**src/rtl/calc_sequencer.sv**
```systemverilog
// Calculator entry sequencer with a digit-serial 3-digit BCD add/subtract.
// Strobe-to-register routing is combinational; the result only moves at CALC->SHOW, on clear or on reset.
module calc_sequencer (
    input  logic        clock,
    input  logic        reset_n,
    input  logic        dig_in,
    input  logic [3:0]  digit,
    input  logic        op_in,
    input  logic        op_sel,
    input  logic        eq_in,
    input  logic        bksp_in,
    input  logic        clr_in,
    input  logic [11:0] opa_bcd,
    input  logic [11:0] opb_bcd,
    output logic        load_A,
    output logic        load_B,
    output logic        bksp_A,
    output logic        bksp_B,
    output logic        clr_regs,
    output logic [11:0] result_bcd,
    output logic        result_neg,
    output logic        overflow,
    output logic [1:0]  display_select,
    output logic        busy
);

    localparam logic [1:0] ST_ENTER_A = 2'd0;
    localparam logic [1:0] ST_ENTER_B = 2'd1;
    localparam logic [1:0] ST_CALC    = 2'd2;
    localparam logic [1:0] ST_SHOW    = 2'd3;

    logic [1:0]  state_q, state_d;
    logic        op_q, op_d;
    logic [1:0]  idx_q, idx_d;
    logic [11:0] wa_q, wa_d;
    logic [11:0] wb_q, wb_d;
    logic [11:0] acc_q, acc_d;
    logic        cy_q, cy_d;
    logic        neg_q, neg_d;
    logic [11:0] res_q, res_d;
    logic        rneg_q, rneg_d;
    logic        ovf_q, ovf_d;

    logic act_bksp, act_eq, act_op, act_dig, dig_ok;
    logic ld_a_c, ld_b_c, bk_a_c, bk_b_c, clr_c;
    logic [4:0] d_raw, d_adj;
    logic [3:0] d_out;
    logic       d_cy;

    // One strobe acts per cycle: clr > bksp > eq > op > dig.
    assign act_bksp = bksp_in & ~clr_in;
    assign act_eq   = eq_in & ~clr_in & ~bksp_in;
    assign act_op   = op_in & ~clr_in & ~bksp_in & ~eq_in;
    assign act_dig  = dig_in & ~clr_in & ~bksp_in & ~eq_in & ~op_in;
    assign dig_ok   = (digit <= 4'd9);

    // Working operands shift right one nibble per CALC cycle, so the active digit is always [3:0].
    always_comb begin
        d_raw = 5'd0;
        d_adj = 5'd0;
        d_out = 4'd0;
        d_cy  = 1'b0;
        if (!op_q) begin
            d_raw = {1'b0, wa_q[3:0]} + {1'b0, wb_q[3:0]} + {4'd0, cy_q};
            d_adj = d_raw - 5'd10;
            if (d_raw >= 5'd10) begin
                d_out = d_adj[3:0];
                d_cy  = 1'b1;
            end else begin
                d_out = d_raw[3:0];
            end
        end else begin
            d_raw = {1'b0, wa_q[3:0]} - {1'b0, wb_q[3:0]} - {4'd0, cy_q};
            d_adj = d_raw + 5'd10;
            if (d_raw[4]) begin
                d_out = d_adj[3:0];
                d_cy  = 1'b1;
            end else begin
                d_out = d_raw[3:0];
            end
        end
    end

    always_comb begin
        state_d = state_q;
        op_d    = op_q;
        idx_d   = idx_q;
        wa_d    = wa_q;
        wb_d    = wb_q;
        acc_d   = acc_q;
        cy_d    = cy_q;
        neg_d   = neg_q;
        res_d   = res_q;
        rneg_d  = rneg_q;
        ovf_d   = ovf_q;
        ld_a_c  = 1'b0;
        ld_b_c  = 1'b0;
        bk_a_c  = 1'b0;
        bk_b_c  = 1'b0;
        clr_c   = 1'b0;
        if (clr_in) begin
            clr_c   = 1'b1;
            state_d = ST_ENTER_A;
            res_d   = 12'h000;
            rneg_d  = 1'b0;
            ovf_d   = 1'b0;
        end else begin
            case (state_q)
                ST_ENTER_A: begin
                    if (act_bksp) begin
                        bk_a_c = 1'b1;
                    end else if (act_op) begin
                        op_d    = op_sel;
                        state_d = ST_ENTER_B;
                    end else if (act_dig && dig_ok) begin
                        ld_a_c = 1'b1;
                    end
                end
                ST_ENTER_B: begin
                    if (act_bksp) begin
                        bk_b_c = 1'b1;
                    end else if (act_eq) begin
                        idx_d   = 2'd0;
                        cy_d    = 1'b0;
                        acc_d   = 12'h000;
                        state_d = ST_CALC;
                        // Subtract always runs larger minus smaller and reports the sign separately.
                        if (op_q && (opa_bcd < opb_bcd)) begin
                            wa_d  = opb_bcd;
                            wb_d  = opa_bcd;
                            neg_d = 1'b1;
                        end else begin
                            wa_d  = opa_bcd;
                            wb_d  = opb_bcd;
                            neg_d = 1'b0;
                        end
                    end else if (act_op) begin
                        op_d = op_sel;
                    end else if (act_dig && dig_ok) begin
                        ld_b_c = 1'b1;
                    end
                end
                ST_CALC: begin
                    wa_d  = {4'h0, wa_q[11:4]};
                    wb_d  = {4'h0, wb_q[11:4]};
                    cy_d  = d_cy;
                    acc_d = {d_out, acc_q[11:4]};
                    idx_d = idx_q + 2'd1;
                    if (idx_q == 2'd2) begin
                        state_d = ST_SHOW;
                        res_d   = {d_out, acc_q[11:4]};
                        rneg_d  = neg_q;
                        ovf_d   = ~op_q & d_cy;
                    end
                end
                default: begin
                    if (act_dig) begin
                        clr_c   = 1'b1;
                        state_d = ST_ENTER_A;
                    end
                end
            endcase
        end
    end

    always_ff @(posedge clock or negedge reset_n) begin
        if (!reset_n) begin
            state_q <= ST_ENTER_A;
            op_q    <= 1'b0;
            idx_q   <= 2'd0;
            wa_q    <= 12'h000;
            wb_q    <= 12'h000;
            acc_q   <= 12'h000;
            cy_q    <= 1'b0;
            neg_q   <= 1'b0;
            res_q   <= 12'h000;
            rneg_q  <= 1'b0;
            ovf_q   <= 1'b0;
        end else begin
            state_q <= state_d;
            op_q    <= op_d;
            idx_q   <= idx_d;
            wa_q    <= wa_d;
            wb_q    <= wb_d;
            acc_q   <= acc_d;
            cy_q    <= cy_d;
            neg_q   <= neg_d;
            res_q   <= res_d;
            rneg_q  <= rneg_d;
            ovf_q   <= ovf_d;
        end
    end

    // Strobe-driven outputs are held low while reset is asserted, independent of the inputs.
    assign load_A         = ld_a_c & reset_n;
    assign load_B         = ld_b_c & reset_n;
    assign bksp_A         = bk_a_c & reset_n;
    assign bksp_B         = bk_b_c & reset_n;
    assign clr_regs       = clr_c & reset_n;
    assign result_bcd     = res_q;
    assign result_neg     = rneg_q;
    assign overflow       = ovf_q;
    assign busy           = (state_q == ST_CALC);
    assign display_select = (state_q == ST_SHOW)    ? 2'd2 :
                            (state_q == ST_ENTER_A) ? 2'd0 : 2'd1;

endmodule

```
**config.mk**
```make
export PLATFORM = sky130hd
export DESIGN_NAME = calc_sequencer
export DESIGN_NICKNAME = d
export VERILOG_FILES = /design/src/rtl/calc_sequencer.sv
export SDC_FILE = /design/constraint.sdc
export NUM_CORES = 1
export LEC_CHECK = 0
export ABC_AREA = 0
export CAP_MARGIN = 20
export CORE_UTILIZATION = 44
export CTS_CLUSTER_SIZE = 24
export DETAILED_ROUTE_END_ITERATION = 10
export PLACE_DENSITY = 0.72
export SYNTH_ARGS = -nofsm -noshare
export SYNTH_HDL_FRONTEND = slang
export SYNTH_SLANG_ARGS = --single-unit
```
**constraint.sdc**
```tcl
create_clock -name clock -period 3.9 [get_ports clock]
set_input_delay 0.78 -clock clock [delete_from_list [all_inputs] [get_ports clock]]
set_output_delay 0.78 -clock clock [all_outputs]
set_load 0.005 [all_outputs]
```
==> out/qor.csv, run 1 <==
metric,value,unit
status,completed,
switching_share,42.34,%
rsz0062_at_grt,false,
ys_ff_latch,53,
cp.depth,5,
antennaDiodeCount,0,
drc_errors,0,
final.setup.tns,0,ps
slew_headroom,47.58,%
cts_resized,0,
die_x,91.01,um
final-instance-count-excl-fill,527,
rr_startpoint,wa_q[0]$_DFFE_PN0P_,
path_buf_inv,2,
area_growth,20.10,%
finClkSkew,2.217,ps
worstRegToRegCells,10,
wl_met1,3.435,mm
cp_data_required_time,3120,ps
clk_pin_slew,90,ps
initial_core_util,45.35,%
synth_xor_area_share,1.759,%
coreArea,0.007687,sq mm
final_max_slew_viol_count,0,
fmax,0.2841,GHz
grt_pass1_wl,12.88,mm
synth_compound_area_share,15.36,%
grtUsageTotal,19.07,%
route.met2.wl,3.733,mm
dp_cells,519,
seqPwrFrac,30.9,%
critical_path.top_delay_family,buffers and inverters,
synthMuxAreaShare,8.112,%
vias,2862,
io_buffers,56,
dr_wl_met3,211,um
slowest_delay,540,ps
ir_worst_vdd,0.2425,mV
ys_warn_count,0,
final_area,0.004187,sq mm
final_util,54.46,%
fin_crit,3520,ps
drive_above_1_share,4.471,%
cts_tree,done,
p_leak,1.847,nW
avgSynthCellArea,9.271,sq um
cp_slowest_cell,clkdlybuf4s50_1,
numCtsBuffers,5,
dieArea,0.008282,sq mm
postCtsSetupBuffers,0,
clk_path_buf_depth,2,
tightest_slew,783.7,ps
finalHoldViolCount,0,
synthSimpleGateAreaFrac,18.05,%
power-per-cell-area,680.9,mW/mm^2
ioPinCount,58,
synth.distinct_cells,50,
setup_viol,0,
path_common_cell,clkdlybuf4s50_1,
ant_nets,0,
top_layer_used,met4,
synth_top_family_by_area,simple AND/OR/NAND/NOR gates,
finalCritPeriodShare,90.26,%
worstPathCellList,clkdlybuf4s50_1 > nor4_1 > nand3_1 > nor3_1 > clkdlybuf4s50_1,
cp_max_fo,6,
rows,32,
drt-initial-drc-count,131,
routed_via_density,5.431,
grt_pass1_vias,2797,
insertion_delay,300,ps
wl,7.452,mm
clockRootBuffer,clkbuf_8,
critPathKind,input pin to output port,
max_cap_violations,0,
synthesis.instances,376,
hp-class,input pin to async pin,
clock_sinks,53,
routabilityCongestion,0.7566,
nets,492,
p_int,1.644,mW
antenna_found_initial,0,
arrival,2740,ps
grt_overflow,0,
dp_hpwl,5.677,mm
drtPass1Iterations,5,
grt_max_degree,53,
end_kind,output port,
clkPwrFrac,10.5,%
r2r_setup_slack,590,ps
start_kind,input pin,
place_area,0.004106,sq mm
wire_per_inst,14.14,um
ys_seq_area_share,38.05,%
syn_area,0.003486,sq mm
cts_hold_buffers,0,
die_h,91.01,um
synth_adder_area_share,12.35,%
p_sw,1.207,mW
htree_num_levels,2,
rr_endpoint,acc_q[9]$_DFFE_PN0P_,
syn_nets,444,
worstSetupEndpoint,load_B,
cp-startpoint,bksp_in,
pwr-share-comb,58.6,%
synthesized netlist by cell type (all sizes together):
| library cell | n | area share, % |
|---|---|---|
| xor2 | 2 | 0.50 |
| o21ai | 32 | 4.6 |
| fa | 4 | 2.3 |
| dfrtp | 53 | 38 |
| or2 | 1 | 0.18 |
| a21oi | 11 | 1.6 |
| a211o | 1 | 0.25 |
| ha | 28 | 10 |
| inv | 30 | 3.2 |
| nand3b | 1 | 0.22 |
| buf | 6 | 1.5 |
| clkbuf | 15 | 1.6 |
| a21o | 2 | 0.43 |
| a222oi | 1 | 0.29 |
| a221o | 2 | 0.57 |
| nor3b | 2 | 0.43 |
| o41ai | 1 | 0.25 |
| o311a | 1 | 0.29 |
| nor4 | 2 | 0.36 |
| o31a | 1 | 0.25 |
| nand4 | 4 | 0.72 |
| nand3 | 20 | 2.9 |
| xnor2 | 5 | 1.3 |
| a2111oi | 2 | 0.72 |
| o31ai | 1 | 0.22 |
| and2 | 3 | 0.54 |
| a22o | 6 | 1.5 |
| or3 | 1 | 0.32 |
| or4 | 2 | 0.43 |
| o221ai | 4 | 1.0 |
| mux2 | 2 | 0.65 |
| nor4b | 2 | 0.50 |
| nand2 | 45 | 4.8 |
| mux2i | 26 | 7.5 |
| nor3 | 7 | 1.3 |
| and4 | 1 | 0.25 |
| nor2 | 12 | 1.3 |
| and3 | 2 | 0.36 |
| o21bai | 1 | 0.22 |
| a31o | 1 | 0.25 |
| a31oi | 2 | 0.36 |
| o211ai | 12 | 2.6 |
| nor2b | 3 | 0.54 |
| nand2b | 16 | 2.9 |
layout make-up:
| cell class | count | area (sq um) |
|---|---|---|
| Fill cell | 732 | 3501 |
| Clock buffer | 8 | 80.08 |
| Timing Repair Buffer | 62 | 600.6 |
| Inverter | 30 | 112.6 |
| Sequential cell | 53 | 1326 |
| Tap cell | 102 | 127.6 |
| Multi-Input combinational cell | 272 | 1939 |
stage by stage:
step	power, mW	setup slack, ps	hold slack, ps
floorplan	2.157	843.5	439.8
global placement	2.495	283.5	456.5
detailed placement	2.567	157.3	464.3
CTS	2.874	388.0	258.8
global route	3.130	244.4	256.1
finish	2.851	379.8	270.1
logic make-up after synthesis:
| logic type | Yosys count |
|---|---|
| DFF | 53 |
| AOI/OAI and AO/OA | 81 |
| and+or+nand+nor | 124 |
| muxes | 28 |
| buffers and inverters | 51 |
| adders and majority gates | 32 |
| xor gates and xnor gates | 7 |
state kept, by name, indices dropped and copies added (netlist names):
name,cells
acc_q,8
cy_q,1
idx_q,2
neg_q,1
op_q,1
overflow,1
result_bcd,12
result_neg,1
state_q,2
wa_q,12
wb_q,12
placed cells by master (no fill, tap or decap), types with 11 or more instances in the layout:
cell type	count
a21oi_1	11
clkdlybuf4s50_1	55
dfrtp_1	53
ha_1	28
inv_1	30
mux2i_1	26
nand2_1	45
nand2b_1	16
nand3_1	20
nor2_1	12
o211ai_1	12
o21ai_0	28
power by group through the flow:
stage	logic (mW)	clock network [mW]	registers (mW)
2_1_floorplan	1.31	0	0.845
3_3_place_gp	1.62	0	0.879
3_5_place_dp	1.68	0	0.891
4_1_cts	1.69	0.306	0.880
5_1_grt	1.90	0.326	0.905
6_report	1.67	0.301	0.879
per-layer routing:
metal / GRT usage, % / vias up
met3: 3.350 / 8
met1: 24.26 / 1378
met4: 3.571 / 0
met5: 0 / -
met2: 34.09 / 56
li1: - / 1420
worst min-delay path by stage:
stage	from	endpoint	slack, ps	cells past startpoint
CTS	reset_n	neg_q$_DFFE_PN0P_	260	1
global placement	acc_q[6]$_DFFE_PN0P_	acc_q[6]$_DFFE_PN0P_	460	2
finish	reset_n	neg_q$_DFFE_PN0P_	270	1
global route	reset_n	neg_q$_DFFE_PN0P_	260	1
floorplan	acc_q[4]$_DFFE_PN0P_	acc_q[4]$_DFFE_PN0P_	440	2
detailed placement	acc_q[4]$_DFFE_PN0P_	acc_q[4]$_DFFE_PN0P_	460	2
(Power assumes the default switching activity.)
==> inputs of run 2 (changes only) <==
- CELL_PAD_IN_SITES_DETAIL_PLACEMENT: default -> 1
- CELL_PAD_IN_SITES_GLOBAL_PLACEMENT: default -> 1
- CORE_UTILIZATION: 44 -> 41
- PLACE_DENSITY: 0.72 -> 0.85
==> run 2 against run 1 <==
Against the previous run:
- global-route usage up 2.0 points
- die area up 7.2%
- hold slack better by 120 ps
- critical path type is now input pin to flip-flop
- largest power group unchanged
==> out/qor.csv, run 2 (synthesized netlist as in run 1, its figures left out) <==
metric,value,unit
initial_core_util,42.42,%
rsz0062_at_grt,false,
fmax,0.2797,GHz
clk_path_buf_depth,2,
rr_endpoint,acc_q[9]$_DFFE_PN0P_,
cts_hold_buffers,0,
drc_errors,0,
slowest_delay,810,ps
rows,33,
die_x,94.21,um
worstPathCellList,clkdlybuf4s50_1 > inv_1 > ha_1 > a21oi_1 > o21ai_0 > or3_4 > nor3_4 > buf_4 > mux2i_1 > o21ai_1,
io_buffers,56,
critPathKind,input pin to flip-flop,
die_h,94.21,um
setup_viol,0,
slew_headroom,28.93,%
clock_sinks,53,
ant_nets,0,
grt_max_degree,40,
finalHoldViolCount,0,
drt-initial-drc-count,121,
dieArea,0.008875,sq mm
drtPass1Iterations,4,
vias,2987,
fin_crit,3575,ps
cp_data_required_time,4060,ps
ioPinCount,58,
p_int,1.730,mW
wire_per_inst,16.47,um
htree_num_levels,2,
dp_hpwl,6.667,mm
path_buf_inv,3,
cts_resized,0,
grt_pass1_vias,3153,
wl,8.728,mm
r2r_setup_slack,510,ps
clockRootBuffer,clkbuf_8,
postCtsSetupBuffers,0,
drive_above_1_share,4.941,%
grt_overflow,0,
routed_via_density,5.636,
cp_slowest_cell,nor3_4,
finalCritPeriodShare,91.66,%
insertion_delay,310,ps
p_sw,1.303,mW
finClkSkew,5.904,ps
antenna_found_initial,0,
critical_path.top_delay_family,simple AND/OR/NAND/NOR gates,
clkPwrFrac,12.8,%
clk_pin_slew,90,ps
pwr-share-comb,58.1,%
hp-class,input pin to async pin,
arrival,3740,ps
ir_worst_vdd,0.2755,mV
layout_setup_ws,325.3,ps
cp_max_fo,18,
nets,492,
tightest_slew,1063,ps
area_growth,21.25,%
seqPwrFrac,29.1,%
grt_pass1_wl,14.59,mm
final_common_cell,clkdlybuf4s50_1,
status,completed,
final_util,51.44,%
switching_share,42.96,%
layout_common_cells,"55 x clkdlybuf4s50_1, 53 x dfrtp_1, 45 x nand2_1",
numCtsBuffers,5,
final_max_slew_viol_count,0,
coreArea,0.008217,sq mm
cts_tree,done,
end_kind,flip-flop,
rr_startpoint,wa_q[0]$_DFFE_PN0P_,
routabilityCongestion,0.7726,
power-per-cell-area,717.5,mW/mm^2
start_kind,input pin,
max_cap_violations,0,
p_leak,1.866,nW
post-place-ws,-29.74,ps
grtUsageTotal,21.03,%
worstRegToRegCells,10,
antennaDiodeCount,0,
==> run 2: layout make-up <==
| cell class | instances | area, sq um |
|---|---|---|
| Clock inverter | 1 | 30.03 |
| Clock buffer | 7 | 86.33 |
| Fill cell | 945 | 3990 |
| Sequential cell | 53 | 1326 |
| Tap cell | 105 | 131.4 |
| Timing Repair Buffer | 62 | 600.6 |
| Inverter | 30 | 112.6 |
| Multi-Input combinational cell | 272 | 1939 |
==> run 2: per-stage QoR <==
step | power [mW] | hold WS [ps] | area, sq um | TNS, ps | std cells
4_1_cts | 3.055 | 397.6 | 4227 | 0 | 530
3_5_place_dp | 2.653 | 460.8 | 4110 | -50.00 | 522
6_report | 3.033 | 389.0 | 4227 | 0 | 530
2_1_floorplan | 2.157 | 439.8 | 3486 | 0 | 376
3_3_place_gp | 2.541 | 456.7 | 4110 | 0 | 522
5_1_grt | 3.282 | 404.1 | 4227 | 0 | 530
==> run 2: power by group through the flow <==
stage	clock network, mW	registers, mW	logic [mW]
2_1_floorplan	0	0.845	1.31
3_3_place_gp	0	0.886	1.66
3_5_place_dp	0	0.893	1.76
4_1_cts	0.393	0.884	1.78
5_1_grt	0.414	0.911	1.96
6_report	0.388	0.883	1.76
==> run 2: layer usage <==
layer  part of all wire (%)  GRT usage, %
met1                     43         24.16
met2                     53         40.58
met3                    3.8         3.074
met4                   0.92         4.359
met5                      0             0
==> run 2: how the worst max path moves through the flow <==
stage	from	slack [ps]	depth (start not counted)	to
6_report	opb_bcd[10]	330	10	wa_q[9]$_DFFE_PN0P_
5_1_grt	opb_bcd[10]	90	10	wa_q[9]$_DFFE_PN0P_
4_1_cts	opb_bcd[10]	310	10	wa_q[9]$_DFFE_PN0P_
3_5_place_dp	opb_bcd[10]	-30	10	wa_q[9]$_DFFE_PN0P_
3_3_place_gp	opb_bcd[10]	140	10	wa_q[8]$_DFFE_PN0P_
2_1_floorplan	wa_q[0]$_DFFE_PN0P_	840	11	acc_q[9]$_DFFE_PN0P_
==> inputs of run 3 (changes only) <==
- CTS_CLUSTER_DIAMETER: default -> 200
==> results of run 3 <==
No change in the layout: final DEF, timing and power equal those of run 2.
